$ cat src/rtl/cdb_arbiter.sv
`default_nettype none
// ============================================================================
// Module  : cdb_arbiter
// Purpose : Round-robin arbiter for the common result broadcast bus
//           (ALU vs branch).
//           Each source has a one-entry holding register for a losing result.
// Revision: 1.0
// ============================================================================
module cdb_arbiter #(
  parameter int WIDTH = 31,
  parameter int ROB   = 2
) (
  input  logic             clk,
  input  logic             reset,
  input  logic             redirect,
  input  logic             aluDataBusReq,
  input  logic [WIDTH:0]   aluResult,
  input  logic [ROB:0]     aluRob,
  output logic             aluAck,
  input  logic             branchDataBusReq,
  input  logic [WIDTH:0]   branchResult,
  input  logic [ROB:0]     branchRob,
  output logic             branchAck,
  output logic             validBroadcast,
  output logic [WIDTH:0]   valueBroadcast,
  output logic [ROB:0]     robBroadcast,
  output logic [7:0]       conflictCount
);

  localparam logic [7:0] C_COUNT_MAX = 8'hFF;

  logic           r_aluHoldValid;
  logic [WIDTH:0] r_aluHoldValue;
  logic [ROB:0]   r_aluHoldRob;
  logic           r_brHoldValid;
  logic [WIDTH:0] r_brHoldValue;
  logic [ROB:0]   r_brHoldRob;
  logic           r_lastWinBr;

  logic           w_aluCand;
  logic [WIDTH:0] w_aluValue;
  logic [ROB:0]   w_aluTag;
  logic           w_brCand;
  logic [WIDTH:0] w_brValue;
  logic [ROB:0]   w_brTag;
  logic           w_conflict;
  logic           w_brWins;
  logic           w_anyCand;

  // A held result always takes precedence over a fresh request from the same source.
  always_comb begin
    w_aluCand  = r_aluHoldValid | aluDataBusReq;
    w_aluValue = r_aluHoldValid ? r_aluHoldValue : aluResult;
    w_aluTag   = r_aluHoldValid ? r_aluHoldRob   : aluRob;
    w_brCand   = r_brHoldValid  | branchDataBusReq;
    w_brValue  = r_brHoldValid  ? r_brHoldValue  : branchResult;
    w_brTag    = r_brHoldValid  ? r_brHoldRob    : branchRob;
    w_conflict = w_aluCand & w_brCand;
    w_anyCand  = w_aluCand | w_brCand;
    w_brWins   = w_conflict ? ~r_lastWinBr : w_brCand;
    aluAck     = aluDataBusReq    & ~r_aluHoldValid & ~redirect;
    branchAck  = branchDataBusReq & ~r_brHoldValid  & ~redirect;
  end

  always_ff @(posedge clk or negedge reset) begin
    if (!reset) begin
      validBroadcast <= 1'b0;
      valueBroadcast <= '0;
      robBroadcast   <= '0;
      r_lastWinBr    <= 1'b0;
      conflictCount  <= '0;
    end else if (redirect) begin
      validBroadcast <= 1'b0;
    end else begin
      validBroadcast <= w_anyCand;
      if (w_anyCand) begin
        valueBroadcast <= w_brWins ? w_brValue : w_aluValue;
        robBroadcast   <= w_brWins ? w_brTag   : w_aluTag;
        r_lastWinBr    <= w_brWins;
      end
      if (w_conflict && (conflictCount != C_COUNT_MAX)) begin
        conflictCount <= conflictCount + 8'd1;
      end
    end
  end

  // An acked request that loses arbitration is parked; a winning holder drains.
  always_ff @(posedge clk or negedge reset) begin
    if (!reset) begin
      r_aluHoldValid <= 1'b0;
      r_aluHoldValue <= '0;
      r_aluHoldRob   <= '0;
      r_brHoldValid  <= 1'b0;
      r_brHoldValue  <= '0;
      r_brHoldRob    <= '0;
    end else if (redirect) begin
      r_aluHoldValid <= 1'b0;
      r_brHoldValid  <= 1'b0;
    end else if (w_brWins) begin
      r_brHoldValid <= 1'b0;
      if (aluAck) begin
        r_aluHoldValid <= 1'b1;
        r_aluHoldValue <= aluResult;
        r_aluHoldRob   <= aluRob;
      end
    end else if (w_aluCand) begin
      r_aluHoldValid <= 1'b0;
      if (branchAck) begin
        r_brHoldValid <= 1'b1;
        r_brHoldValue <= branchResult;
        r_brHoldRob   <= branchRob;
      end
    end
  end

endmodule
`default_nettype wire

$ cat config.mk
export PLATFORM = sky130hd
export DESIGN_NAME = cdb_arbiter
export DESIGN_NICKNAME = d
export VERILOG_FILES = /design/src/rtl/cdb_arbiter.sv
export SDC_FILE = /design/constraint.sdc
export NUM_CORES = 1
export LEC_CHECK = 0
export ABC_AREA = 1
export CORE_ASPECT_RATIO = 1.5
export CORE_MARGIN = 3
export CORE_UTILIZATION = 40
export DETAILED_ROUTE_END_ITERATION = 8
export SETUP_SLACK_MARGIN = 0.15
export SLEW_MARGIN = 15
export SYNTH_ARGS = -nofsm -noshare
export SYNTH_HDL_FRONTEND = slang
export SYNTH_SLANG_ARGS = --single-unit
$ cat constraint.sdc
create_clock -name clk -period 1.7 [get_ports clk]
set_input_delay 0.17 -clock clk [delete_from_list [all_inputs] [get_ports clk]]
set_output_delay 0.17 -clock clk [all_outputs]
set_load 0.03 [all_outputs]
==> results of run 1 <==
-- per-layer routing --
layer | wire, um | up-vias | global-route usage
met2 | 10510 | 171 | 0.4109
met4 | 386 | 0 | 0.05864
li1 | - | 2864 | -
met3 | 739 | 24 | 0.03975
met5 | 0 | - | 0
met1 | 7913 | 2885 | 0.2667
-- worst max-delay path, stage by stage, from the launching register on --
cell	delay (ns)
dfrtp_2	0.44
buf_12	0.14
nor3_4	0.25
buf_6	0.16
buf_6	0.13
-- registers in the layout, summed over array words and instances (netlist names), 3 cells and up --
signal	cells
r_aluHoldValue	32
conflictCount	8
robBroadcast	3
r_aluHoldRob	3
r_brHoldValue	32
valueBroadcast	32
r_brHoldRob	3
-- final timing paths --
check,startpoint,end,slack [ns],cells past startpoint
max reg2reg,r_aluHoldValid,r_aluHoldValue[1],0.17,9
max in group asynchronous,reset,r_brHoldValid,0.84,3
min in group clk,aluResult[31],r_aluHoldValue[31],0.33,3
min reg2reg,r_brHoldValue[15],r_brHoldValue[15],0.47,2
max,r_aluHoldValid,aluAck,0.008,4
min,reset,r_aluHoldValue[13],0.23,2
-- power by group --
part | internal (W) | switching (W) | total [W]
sequential | 0.00338 | 0.000390 | 0.00377
combinational | 0.00104 | 0.00153 | 0.00257
clock | 0.00246 | 0.00135 | 0.00381
-- layout by cell type, fill, tap and decap left out, types with 10 or more instances in the layout --
master	count
a21oi_1	21
nand2_2	10
nor2_1	21
clkdlybuf4s50_1	73
o21ai_1	11
clkbuf_16	24
dfrtp_1	115
nand2_1	345
inv_1	78
buf_6	12
buf_12	14
buf_4	28
o21ai_0	50
dlygate4sd2_1	44
nand3_1	85
-- repair_timing --
item | CTS | global route
resized for setup | 54 | 27
hold buffers | 1 | 0
setup buffers | 0 | 15
hold endpoints to repair | 23 | 0
gates cloned | 0 | 11
pin swaps | 1 | 5
setup endpoints to repair | 107 | 83
-- per-stage QoR --
step                      power, W  hold WS [ns]  cells
after floorplan           0.005145       -0.1256    821
after global placement    0.006201        0.1196   1120
after detailed placement  0.006284        0.1192   1120
after CTS                 0.009977        0.2343   1153
after global routing       0.01067        0.2520   1179
final                      0.01014        0.2305   1179
-- area by class of cell --
type	instances	area (sq um)
Sequential cell	117	2930
Multi-Input combinational cell	575	2601
Timing Repair Buffer	179	1927
Clock inverter	15	205.2
Inverter	80	300.3
Tap cell	196	245.2
Clock buffer	17	425.4
Fill cell	1399	5959
-- kinds of logic after synthesis --
logic type	after synthesis
AND/OR/NAND/NOR	476
flip-flops	117
adder cells (fa/ha/maj)	1
XOR/XNOR	3
buffers and inverters	129
AO/OA/AOI/OAI	95
==> run summary, run 1 <==
Congestion Overflow GR = 0
Worst hold path type = in2async
I/O pins = 121
DIE HEIGHT = 155.8 um
Core area = 14590 sq um
Synth async-reset ratio = 1.000
DR WL/cell = 16.58 um
RSZ-0062 raised after global routing = true
Row count = 54
Initial Util = 0.4098
CTS Buf Count = 17
Mapped Area = 5981 sq um
Critical Path RT = 1.53 ns
Drt pass-1 iters = 5
YS warnings = 0
Setup CP Type = reg2out
Final setup vio count = 0
Mux cell area share after synthesis = 0
GRT Overall Usage = 0.2227
Area fraction in compound gates after synthesis = 0.08766
Arrival time at the worst endpoint = 1.52 ns
1st-iter DRT viols = 340
Simple-Gate Fraction of Synth Area = 0.3247
HPWL after DPL = 12810 um
Synth Area in Adders = 0.002092
Final Hold Fails = 0
Maximum vdd ir drop = 0.6187 mV
Commonest cells in the netlist = 358 x nand2_1, 117 x dfrtp_1, 88 x nand3_1
Ant. Diodes = 0
Outcome = complete, no violations
Routed vias/inst = 5.042
Yosys top cell area share = 0.4895
Slew @ Worst Pin = 0.4132 ns
FF+latch count, synth = 117
Synth Area in XOR/XNOR = 0.004393
Final Util = 0.5917
Initial antenna violation count = 0
Max frequency = 591.0 MHz
Max-slew headroom = 0.7217
CTS H-tree depth = 4
Setup ws final = 0.008065 ns
Fin Setup TNS = 0 ns
Later-pin clock latency in the skew report = 0.40 ns
Largest area contributor in the netlist = dfrtp_1
Final Max Slew Viols = 0
Post-synth EDFFs = 0
Die area = 16490 sq um
Crit. End Element = primary output
Cell area after placement = 7571 sq um
CTS sink count = 117
Top cells by area, synth = dfrtp_1 49%, nand2_1 22%, nand3_1 7.4%
Primary FF master, synth = dfrtp_1
Dpl ws = -0.06825 ns
Layout cells sized above 1 = 0.1292
Syn Area/Cell = 7.285 sq um
Largest family of logic cells by synthesized area = simple AND/OR/NAND/NOR gates
Worst-path clk slew = 0.06 ns
Leakage power = 4.428 nW
Finished layout cell area = 8635 sq um
Syn nets = 897
DR vias = 5944
CTS tree = yes
NumNets Final = 1046
Period utilisation layout = 0.9953
Clk buf depth = 2
PortBufs = 120
Count of different cell masters after synthesis = 26
Total of max-cap violations = 0
Area growth, synth to finish = 44.37%
Syn Inst Count = 821
Min Tclk post-route = 1.692 ns
Root Buffer = clkbuf_16
Sequential element share of the synthesized area = 0.4895
Gpl congestion = 0.8007
Power Dens Cells = 1175 nW/um^2
Worst-path fanout max = 4
Die extent in x = 105.8 um
Largest net degree at the start of global routing = 71
Worst Setup Start Kind = flip-flop
First-pass GRT wire length = 28860 um
DRT Wirelength = 19550 um
Post-route DRC = 0
DRT antenna net count = 0
Most frequent cell after synthesis = nand2_1
Max Clock Skew = 0.01036 ns
Number of global-route vias before repair = 5595
No activity file was read; power rests on OpenSTA's default activity.
==> inputs of run 2 (changes only) <==
--- a/config.mk
+++ b/config.mk
@@ -6,10 +6,14 @@
 export NUM_CORES = 1
 export LEC_CHECK = 0
 export ABC_AREA = 1
+export CAP_MARGIN = 20
+export CELL_PAD_IN_SITES_DETAIL_PLACEMENT = 1
+export CELL_PAD_IN_SITES_GLOBAL_PLACEMENT = 1
 export CORE_ASPECT_RATIO = 1.5
 export CORE_MARGIN = 3
-export CORE_UTILIZATION = 40
+export CORE_UTILIZATION = 37
 export DETAILED_ROUTE_END_ITERATION = 8
+export PLACE_DENSITY_LB_ADDON = 0.1
 export SETUP_SLACK_MARGIN = 0.15
 export SLEW_MARGIN = 15
 export SYNTH_ARGS = -nofsm -noshare
==> run summary, run 2 (synthesis results as in run 1) <==
Arrival time at the worst endpoint = 1.86 ns
Most common cell type on the critical path = nand2_1
Finished layout cell area = 8652 sq um
Critical path's top delay family = flip-flops
Dpl ws = -0.07175 ns
First-pass GRT wire length = 33010 um
Slowest stage cell on the critical path = dfrtp_2
CP max stage delay = 0.44 ns
Max Clock Skew = 0.006497 ns
Layout cells sized above 1 = 0.1352
Min Tclk post-route = 1.559 ns
Crit. End Element = flip-flop
Worst hold path type = in2async
Slew @ Worst Pin = 0.4864 ns
DRT antenna net count = 0
Critical path cell sequence = inv_2 -> nand2_1 -> a21oi_4 -> buf_4 -> buf_12 -> nand2_1 -> nand3_2 -> nand2_1
Routed vias/inst = 5.061
Max frequency = 641.4 MHz
RSZ-0062 raised after global routing = true
Layout Cells excl Fill = 1194
Flop2flop setup slack = 0.14 ns
CTS Buf Count = 17
Critical Path RT = 2.00 ns
Inst Count DP = 1143
Power Dens Cells = 1150 nW/um^2
Outcome = complete, no violations
Maximum vdd ir drop = 0.6336 mV
CTS tree = yes
DRT Wirelength = 21830 um
Initial antenna violation count = 0
Clk buf depth = 2
GRT Overall Usage = 0.2421
R2R cell count = 8
Later-pin clock latency in the skew report = 0.42 ns
RR Startpoint = r_aluHoldValid
Worst R2R End = valueBroadcast[0]
Worst Setup Start Kind = flip-flop
Period utilisation layout = 0.9171
Total of max-cap violations = 0
Row count = 56
Gpl congestion = 0.8078
Die area = 17760 sq um
Congestion Overflow GR = 0
Commonest non-fill, non-tap cell in the layout = nand2_1
DR WL/cell = 18.28 um
Post-route DRC = 0
Cell area after placement = 7750 sq um
DR vias = 6043
Area growth, synth to finish = 44.67%
CTS sink count = 117
Final setup vio count = 0
Largest net degree at the start of global routing = 56
Initial Util = 0.3794
HPWL after DPL = 14920 um
Number of global-route vias before repair = 6461
PortBufs = 120
Max-slew headroom = 0.6723
Ant. Diodes = 0
Worst-path fanout max = 15
DIE HEIGHT = 161.7 um
Final Hold Fails = 0
Final Max Slew Viols = 0
Setup CP Type = reg2reg
Largest regs = r_aluHoldValue x32, r_brHoldValue x32, valueBroadcast x32
I/O pins = 121
Root Buffer = clkbuf_16
Buffers & Inverters on Critical Path = 3
Most frequent cells in the layout = 347 x nand2_1, 115 x dfrtp_1, 80 x nand3_1
Worst-path clk slew = 0.06 ns
1st-iter DRT viols = 274
Setup ws final = 0.1409 ns
Die extent in x = 109.8 um
Drt pass-1 iters = 4
NumNets Final = 1056
CTS H-tree depth = 4
Core area = 15770 sq um
Leakage power = 4.464 nW
[run 2: cell types whose count changed in the layout (fill, tap and decap cells not counted), moves of 3 or more]
cell,previous run,this run
o21ai_2,8,5
nand3_1,85,80
clkinv_2,2,5
o21ai_1,11,15
clkinv_4,4,0
buf_4,28,38
nand3_2,3,8
buf_12,14,17
[run 2: area by class of cell]
class,count,area [sq um]
clock buffer,20,456.7
clock inverter,10,107.6
fill,1949,7113
inverter,80,302.8
multi-input combinational,575,2594
sequential,117,2930
tap,203,254.0
timing repair buffer,189,2007
[run 2: power by group]
part	switching, W	leakage, nW	internal, W
combinational	0.00159	2.74	0.00108
clock	0.00130	0.273	0.00220
sequential	0.000405	1.45	0.00338
total	0.00329	4.46	0.00665
[run 2: through the flow]
step	TNS (ns)	total power (W)	util	hold slack, ns
final	0	0.009948	0.5488	0.08821
after global routing	0	0.01049	0.5488	0.09501
after CTS	0	0.009848	0.5275	0.07746
after detailed placement	-1.269	0.006431	0.4916	-0.02361
after global placement	0	0.006309	0.4916	-0.02213
after floorplan	0	0.005145	-	-0.1256
[run 2: per-layer routing]
| metal | routed length (um) | share of wire | vias up | GRT usage |
|---|---|---|---|---|
| met5 | 0 | 0 | - | 0 |
| met4 | 917 | 0.042 | 0 | 0.1010 |
| met3 | 731 | 0.033 | 53 | 0.03738 |
| met1 | 8315 | 0.38 | 2969 | 0.2725 |
| met2 | 11860 | 0.54 | 142 | 0.4431 |
| li1 | - | - | 2879 | - |
[run 2: repair_timing]
| item | in CTS | in global routing |
|---|---|---|
| pin swaps | 2 | 20 |
| setup endpoints to repair | 46 | 103 |
| buffers inserted | 4 | 10 |
| gates cloned | 0 | 6 |
| hold buffers | 1 | 0 |
| resized for setup | 48 | 34 |
| hold endpoints to repair | 117 | 0 |
[run 2: worst max path at each step]
stage,start,end,depth (start not counted)
2_1_floorplan,conflictCount[0],conflictCount[2],7
3_3_place_gp,aluDataBusReq,valueBroadcast[13],10
3_5_place_dp,aluDataBusReq,r_brHoldValue[19],8
4_1_cts,r_aluHoldValid,valueBroadcast[9],9
5_1_grt,r_aluHoldValid,valueBroadcast[0],8
6_report,r_aluHoldValid,valueBroadcast[0],8
